===== src/rtl/muldiv_unit.sv =====
// Iterative multiply/divide unit holding the architectural HI/LO registers.
// Signed operands are reduced to magnitudes up front and the sign is restored in a final cycle.
module muldiv_unit #(
  parameter int unsigned WIDTH = 32,
  parameter int unsigned CNTW  = 6
) (
  input  logic             clk,
  input  logic             reset,
  input  logic             start,
  input  logic [1:0]       op,
  input  logic [WIDTH-1:0] srca,
  input  logic [WIDTH-1:0] srcb,
  input  logic             mthi,
  input  logic             mtlo,
  output logic             busy,
  output logic             done,
  output logic [WIDTH-1:0] hi,
  output logic [WIDTH-1:0] lo
);

  typedef enum logic [1:0] {IDLE, RUN, FIN} state_t;

  state_t             state_q, state_d;
  logic               is_div_q, is_div_d;
  logic [CNTW-1:0]    cnt_q, cnt_d;
  logic [2*WIDTH-1:0] acc_q, acc_d;
  logic [WIDTH-1:0]   opnd_q, opnd_d;
  logic               neg_res_q, neg_res_d;
  logic               neg_rem_q, neg_rem_d;
  logic               div0_q, div0_d;
  logic [WIDTH-1:0]   hi_q, hi_d, lo_q, lo_d;
  logic               busy_q, busy_d, done_q, done_d;

  logic               is_signed;
  logic [WIDTH-1:0]   abs_a, abs_b;
  logic [WIDTH:0]     add_sum, trial;
  logic [2*WIDTH-1:0] prod_fix;
  logic [WIDTH-1:0]   quot_fix, rem_fix;

  always_comb begin
    is_signed = ~op[0];
    abs_a     = (is_signed && srca[WIDTH-1]) ? -srca : srca;
    abs_b     = (is_signed && srcb[WIDTH-1]) ? -srcb : srcb;
    // acc holds {partial product, multiplier} for multiply and {remainder, quotient} for divide
    add_sum   = {1'b0, acc_q[2*WIDTH-1:WIDTH]} + (acc_q[0] ? {1'b0, opnd_q} : '0);
    trial     = acc_q[2*WIDTH-1:WIDTH-1] - {1'b0, opnd_q};
    prod_fix  = neg_res_q ? -acc_q : acc_q;
    quot_fix  = div0_q ? '1 : (neg_res_q ? -acc_q[WIDTH-1:0] : acc_q[WIDTH-1:0]);
    rem_fix   = neg_rem_q ? -acc_q[2*WIDTH-1:WIDTH] : acc_q[2*WIDTH-1:WIDTH];
  end

  always_comb begin
    state_d   = state_q;
    is_div_d  = is_div_q;
    cnt_d     = cnt_q;
    acc_d     = acc_q;
    opnd_d    = opnd_q;
    neg_res_d = neg_res_q;
    neg_rem_d = neg_rem_q;
    div0_d    = div0_q;
    hi_d      = hi_q;
    lo_d      = lo_q;
    busy_d    = busy_q;
    done_d    = 1'b0;
    unique case (state_q)
      IDLE: begin
        if (start) begin
          is_div_d  = op[1];
          opnd_d    = op[1] ? abs_b : abs_a;
          acc_d     = {{WIDTH{1'b0}}, (op[1] ? abs_a : abs_b)};
          neg_res_d = is_signed & (srca[WIDTH-1] ^ srcb[WIDTH-1]);
          neg_rem_d = is_signed & srca[WIDTH-1];
          div0_d    = (srcb == '0);
          cnt_d     = '0;
          busy_d    = 1'b1;
          state_d   = RUN;
        end else begin
          if (mthi) hi_d = srca;
          if (mtlo) lo_d = srca;
        end
      end
      RUN: begin
        if (is_div_q) begin
          // Restoring step: keep the subtraction only when it does not borrow
          acc_d = trial[WIDTH] ? {acc_q[2*WIDTH-2:0], 1'b0}
                               : {trial[WIDTH-1:0], acc_q[WIDTH-2:0], 1'b1};
        end else begin
          acc_d = {add_sum, acc_q[WIDTH-1:1]};
        end
        cnt_d = cnt_q + 1'b1;
        if (cnt_q == CNTW'(WIDTH - 1)) state_d = FIN;
      end
      FIN: begin
        if (is_div_q) begin
          hi_d = rem_fix;
          lo_d = quot_fix;
        end else begin
          hi_d = prod_fix[2*WIDTH-1:WIDTH];
          lo_d = prod_fix[WIDTH-1:0];
        end
        busy_d  = 1'b0;
        done_d  = 1'b1;
        state_d = IDLE;
      end
      default: state_d = IDLE;
    endcase
  end

  always_ff @(posedge clk or posedge reset) begin
    if (reset) begin
      state_q   <= IDLE;
      is_div_q  <= 1'b0;
      cnt_q     <= '0;
      acc_q     <= '0;
      opnd_q    <= '0;
      neg_res_q <= 1'b0;
      neg_rem_q <= 1'b0;
      div0_q    <= 1'b0;
      hi_q      <= '0;
      lo_q      <= '0;
      busy_q    <= 1'b0;
      done_q    <= 1'b0;
    end else begin
      state_q   <= state_d;
      is_div_q  <= is_div_d;
      cnt_q     <= cnt_d;
      acc_q     <= acc_d;
      opnd_q    <= opnd_d;
      neg_res_q <= neg_res_d;
      neg_rem_q <= neg_rem_d;
      div0_q    <= div0_d;
      hi_q      <= hi_d;
      lo_q      <= lo_d;
      busy_q    <= busy_d;
      done_q    <= done_d;
    end
  end

  assign busy = busy_q;
  assign done = done_q;
  assign hi   = hi_q;
  assign lo   = lo_q;

endmodule


===== config.mk =====
export PLATFORM = sky130hd
export DESIGN_NAME = muldiv_unit
export DESIGN_NICKNAME = d
export VERILOG_FILES = /design/src/rtl/muldiv_unit.sv
export SDC_FILE = /design/constraint.sdc
export NUM_CORES = 1
export LEC_CHECK = 0
export CORE_MARGIN = 2
export CORE_UTILIZATION = 40
export CTS_BUF_LIST = sky130_fd_sc_hd__clkbuf_8 sky130_fd_sc_hd__clkbuf_16
export CTS_CLUSTER_DIAMETER = 80
export CTS_CLUSTER_SIZE = 24
export DETAILED_ROUTE_END_ITERATION = 7
export PLACE_DENSITY_LB_ADDON = 0.2
export RECOVER_POWER = 25
export SKIP_LAST_GASP = 1
export SYNTH_ARGS = -nofsm -noshare
export SYNTH_HDL_FRONTEND = slang
export SYNTH_SLANG_ARGS = --single-unit

===== constraint.sdc =====
create_clock -name clk -period 13.71 [get_ports clk]
set_input_delay 2.742 -clock clk [delete_from_list [all_inputs] [get_ports clk]]
set_output_delay 2.742 -clock clk [all_outputs]
set_load 0.02 [all_outputs]

# After elaboration in Yosys (flattened, before gate mapping)
# Cells that the tools add are included.
# Widths: inputs -> output; s select.
totals:
  word_cells: 73
  regBits: 174
  output_inout_bits: 66
classes:
  n_mux: 29
  add_sub_neg: 8
  bitwise: 4
  n_reduce_logical: 12
  eq_ne: 8
op_table:
  columns: ["op", "n"]
  rows:
  - ["$mux 32", 14]
  - ["$mux 64", 4]
  - ["$neg 32->32", 4]
  - ["$pmux 32 s2", 2]
  - ["$pmux 64 s2", 1]
  - ["$neg 64->64", 1]
  - ["$add 32x32->33", 1]
  - ["$sub 33x32->33", 1]
  - ["$logic_not 32->1", 1]
  - ["$pmux 6 s2", 1]
  - ["$ne 2x2->1 const B", 5]
  - ["$reduce_and 2->1", 4]
  - ["$add 6x1->6 const B", 1]
  - ["$eq 6x5->1 const B", 1]
  - ["$mux 6", 1]
  - ["$reduce_and 3->1", 2]
  - ["$mux 2", 2]
  - ["$pmux 2 s2", 1]
  - ["$reduce_bool 2->1", 2]
  - ["$and 1x1->1", 2]
  - ["$eq 2x1->1 const B", 1]
  - ["$eq 2x2->1 const B", 1]
  - ["$logic_and 1x1->1", 2]
  - ["$logic_not 2->1", 1]
  - ["4 further kinds", 5]

# Logic depth before layout (Yosys ltp)
logic_depth:
  ltp_word: 6
  ltp_mapped: 14
  ltp_nobuf: 13

# Worst setup path after synthesis
# Ideal clock, no wire load.
synth_path:
  path_type: "input port to flip-flop"
  start: "input port srcb[3]"
  end: "register acc_q[25]"
  n_path_buf: 0
  cell_stages: 9
  path_slack_ps: 8681
  setup_ps: 87
  t_arrival_ps: 4942
  required_time_ps: 13623
  cell_sequence: "or3_1 > or4_1 > nor4bb_1 > and2_1 > inv_1 > o21ai_0 > xnor2_1 > o211ai_1 > a22oi_1"
synth_via:
  elab_chain_cells: 5
synth_rtl:
  columns: ["item", "line_no", "source"]
  rows:
  - ["start, declared", "12", "input logic [WIDTH-1:0] srcb,"]
  - ["$neg 32->32", "43", "abs_b = (is_signed && srcb[WIDTH-1]) ? -srcb : srcb;"]
  - ["$mux 32", "43", null]
  - ["$mux 32", "70", "acc_d = {{WIDTH{1'b0}}, (op[1] ? abs_a : abs_b)};"]
  - ["$mux 64", "67", "if (start) begin"]
  - ["$pmux 64 s2", "65", "unique case (state_q)"]
  - ["end signal, assigned", "114", "acc_q <= '0;"]
  - ["end signal, assigned", "127", "acc_q <= acc_d;"]
  - ["end, declared", "26", "logic [2*WIDTH-1:0] acc_q, acc_d;"]
# No other way between the ends. The select of a mux whose other input is x is not followed.
# A chain may end at the register's enable or synchronous reset.

==> metrics.csv <==
metric,value,unit
wl_per_cell,23.06,um
syn-cell-area,14840,sq um
synthArstFlopShare,1.000,
synth.distinct_cells,70,
cts_root_buf,clkbuf_16,
hold_depth,1,
powerDensity,233.5,nW/um^2
grt_max_degree,98,
hp-class,register to register,
drt_iter0_drc,1487,
ctsHoldBuffers,0,
cts_tree,yes,
finalCritPeriodShare,0.5135,
whs_endpoint,cnt_q[5],
grt_pass1_wl,83350,um
slowest_delay,2.42,ns
vias,14587,
cp-start-kind,input pin,
setup_ws,6.669,ns
p_leak,7.022,nW
drv_cap,7,
area_delta_synth_final,15.12,%
first_global_vias,13398,
setup-tns-final,0,ns
clock.fmax,142.0,MHz
htreeDepth,4,
slew_headroom,-1.542,
synth_area_per_cell,8.037,sq um
period_needed,7.041,ns
ant_nets,0,
endpoint_kind,async pin,
gr-total-overflow,0,
ios,137,
clock_skew,0.01393,ns
rsz0062_at_grt,false,
drive_gt1_frac,0.04529,
cp_cell_sequence,dlygate4sd3_1 -> clkinvlp_2 -> clkbuf_1,
die_h,196.6,um
irDropWorstVdd,0.0001157,V
yosys_warnings,0,
grt.total_usage,0.2833,
synth-edff-count,0,
clock_path_buffers,2,
layout.nets,2051,
initial_core_util,0.4053,
clk_latency,0.45,ns
critical-path-top-delay-family,buffers and inverters,
post-place-ws,7.581,ns
final_area,17080,sq um
die_width,196.6,um
reg2reg_setup_slack,8.34,ns
num_rows,70,
ys_seq_elements,174,
required,13.52,ns
synth_ff_type,dfrtp_1,
post_cts_resized,0,
synth_seq_area_share,0.2935,
drc,0,
core,36610,sq um
critPathKind,input pin to async pin,
synth_nets,1988,
io_buffers,136,
critPathSlowestCell,clkbuf_1,
report.final.slew_viol_count,345,
synthCells,1846,
finalHoldViolations,0,
die_area,38650,sq um
cts_sinks,174,
r2r_cells,11,
arrival,6.86,ns
diodes,0,
dp_hpwl,42650,um
worstReg2RegStart,acc_q[45],
worstMarginPinSlew,3.813,ns
antenna_found_initial,0,
min_from,cnt_q[5],
setup_viol,0,
place.gp.congestion,0.9810,
clk_pin_slew,0.07,ns
status,finished with violations,
r2r-end,acc_q[63],
finalPower,3.989,mW
avgViaCountPerCell,6.106,
wl,55080,um
postPlaceCellArea,16540,sq um
path_depth,3,
post_cts_buffers,0,
cp_max_fo,62,
drt-pass1-iter-count,7,
violations,"max-capacitance violations, max-slew violations",
cp_num_buf_inv,3,
cts_buffers,17,
routing by layer:
layer | up-vias | share of wire | global-route usage
met4 | 0 | 0.036 | 0.1078
met2 | 677 | 0.42 | 0.4137
met5 | - | 0 | 0
met3 | 76 | 0.089 | 0.05099
li1 | 6881 | - | -
met1 | 6953 | 0.46 | 0.4146
synth_stat cells (all sizes together), types with 21 or more instances:
cell | instances | share of area
o21ai | 169 | 0.057
clkbuf | 96 | 0.025
nor2b | 24 | 0.010
nor2 | 141 | 0.036
nand2 | 182 | 0.046
a21o | 29 | 0.015
xor2 | 87 | 0.051
nand3 | 32 | 0.011
o31ai | 22 | 0.011
a21oi | 169 | 0.057
nor3 | 47 | 0.016
o211ai | 36 | 0.018
ha | 69 | 0.058
a211oi | 36 | 0.018
nand2b | 22 | 0.0093
mux2i | 73 | 0.049
xnor2 | 79 | 0.047
a221o | 34 | 0.023
dfrtp | 174 | 0.29
inv | 64 | 0.016
a22oi | 21 | 0.011
worst register-to-register path, delay by kind of cell, from the launching register on:
family                     cells  cell delay, ns
buffers and inverters          1            0.30
and+or+nand+nor                2            0.49
AOI/OAI and AO/OA              7            3.28
adders and majority gates      1            0.52
DFF                            1            0.58
placed cells by master (no fill, tap or decap), types with 8 or more instances in the layout:
| cell | instances |
|---|---|
| a221o_1 | 34 |
| or4_1 | 15 |
| nand3_1 | 32 |
| or3_1 | 17 |
| nand2b_1 | 21 |
| o21a_1 | 19 |
| nand2_1 | 181 |
| nor3_1 | 47 |
| ha_1 | 69 |
| o31ai_1 | 22 |
| nor2b_1 | 23 |
| o21bai_1 | 10 |
| nor4_1 | 13 |
| a21o_1 | 29 |
| o211ai_1 | 36 |
| xnor2_1 | 79 |
| a21oi_1 | 169 |
| a211oi_1 | 36 |
| inv_1 | 64 |
| buf_4 | 15 |
| dfrtp_1 | 173 |
| o21ai_0 | 167 |
| clkdlybuf4s50_1 | 133 |
| a22oi_1 | 21 |
| o41ai_1 | 12 |
| xor2_1 | 87 |
| clkbuf_16 | 17 |
| mux2i_1 | 73 |
| mux2_2 | 11 |
| nor2_1 | 138 |
| a31oi_1 | 14 |
| and3_1 | 13 |
| or2_2 | 8 |
| nand4_1 | 8 |
area by class of cell:
type | instances | area, sq um
clock buffers | 19 | 452.9
clock inverters | 12 | 111.4
fillers | 3585 | 19530
inverters | 65 | 245.2
multi-input cells | 1494 | 9838
flip-flops and latches | 174 | 4355
well taps | 468 | 585.6
repair buffers | 157 | 1491
flip-flops by register name (all words and copies together), names as in the netlist:
name	flops
cnt_q	6
done	1
div0_q	1
is_div_q	1
lo	32
neg_rem_q	1
acc_q	64
busy	1
state_q	2
hi	32
neg_res_q	1
opnd_q	32
worst max-delay path by stage:
stage                       start  slack, ns    endpoint
after floorplan             reset       6.25    acc_q[0]
after global placement    srcb[3]       7.54  opnd_q[27]
after detailed placement  srcb[3]       7.58  opnd_q[25]
after CTS                 srcb[3]       8.07  opnd_q[27]
after global routing        reset       5.68      lo[29]
final                       reset       6.67      lo[18]
kinds of logic (layout without fill, tap and decap cells):
| kind of cell | count (synthesis) | count (layout) | share of synthesized area |
|---|---|---|---|
| compound gates | 621 | 621 | 0.2677 |
| xor+xnor | 166 | 166 | 0.09799 |
| fa+ha+maj | 71 | 71 | 0.06089 |
| buf+inv | 178 | 253 | 0.04554 |
| flops | 174 | 174 | 0.2935 |
| mux | 84 | 84 | 0.05760 |
| simple gates | 552 | 552 | 0.1768 |
through the flow:
| stage | hold slack, ns | utilization | instances |
|---|---|---|---|
| final | 0.4677 | 0.4665 | 2389 |
| after global routing | 0.5140 | 0.4665 | 2389 |
| after CTS | 0.4725 | 0.4673 | 2389 |
| after detailed placement | 0.4627 | 0.4518 | 2358 |
| after global placement | 0.4525 | 0.4518 | 2358 |
| after floorplan | 0.4362 | - | 1846 |
report_power, final:
part,switching (mW),internal [mW],leakage [nW]
Sequential,0.312,0.701,2.08
Combinational,1.44,1.04,4.66
Clock,0.229,0.260,0.277
(Power assumes the default switching activity.)
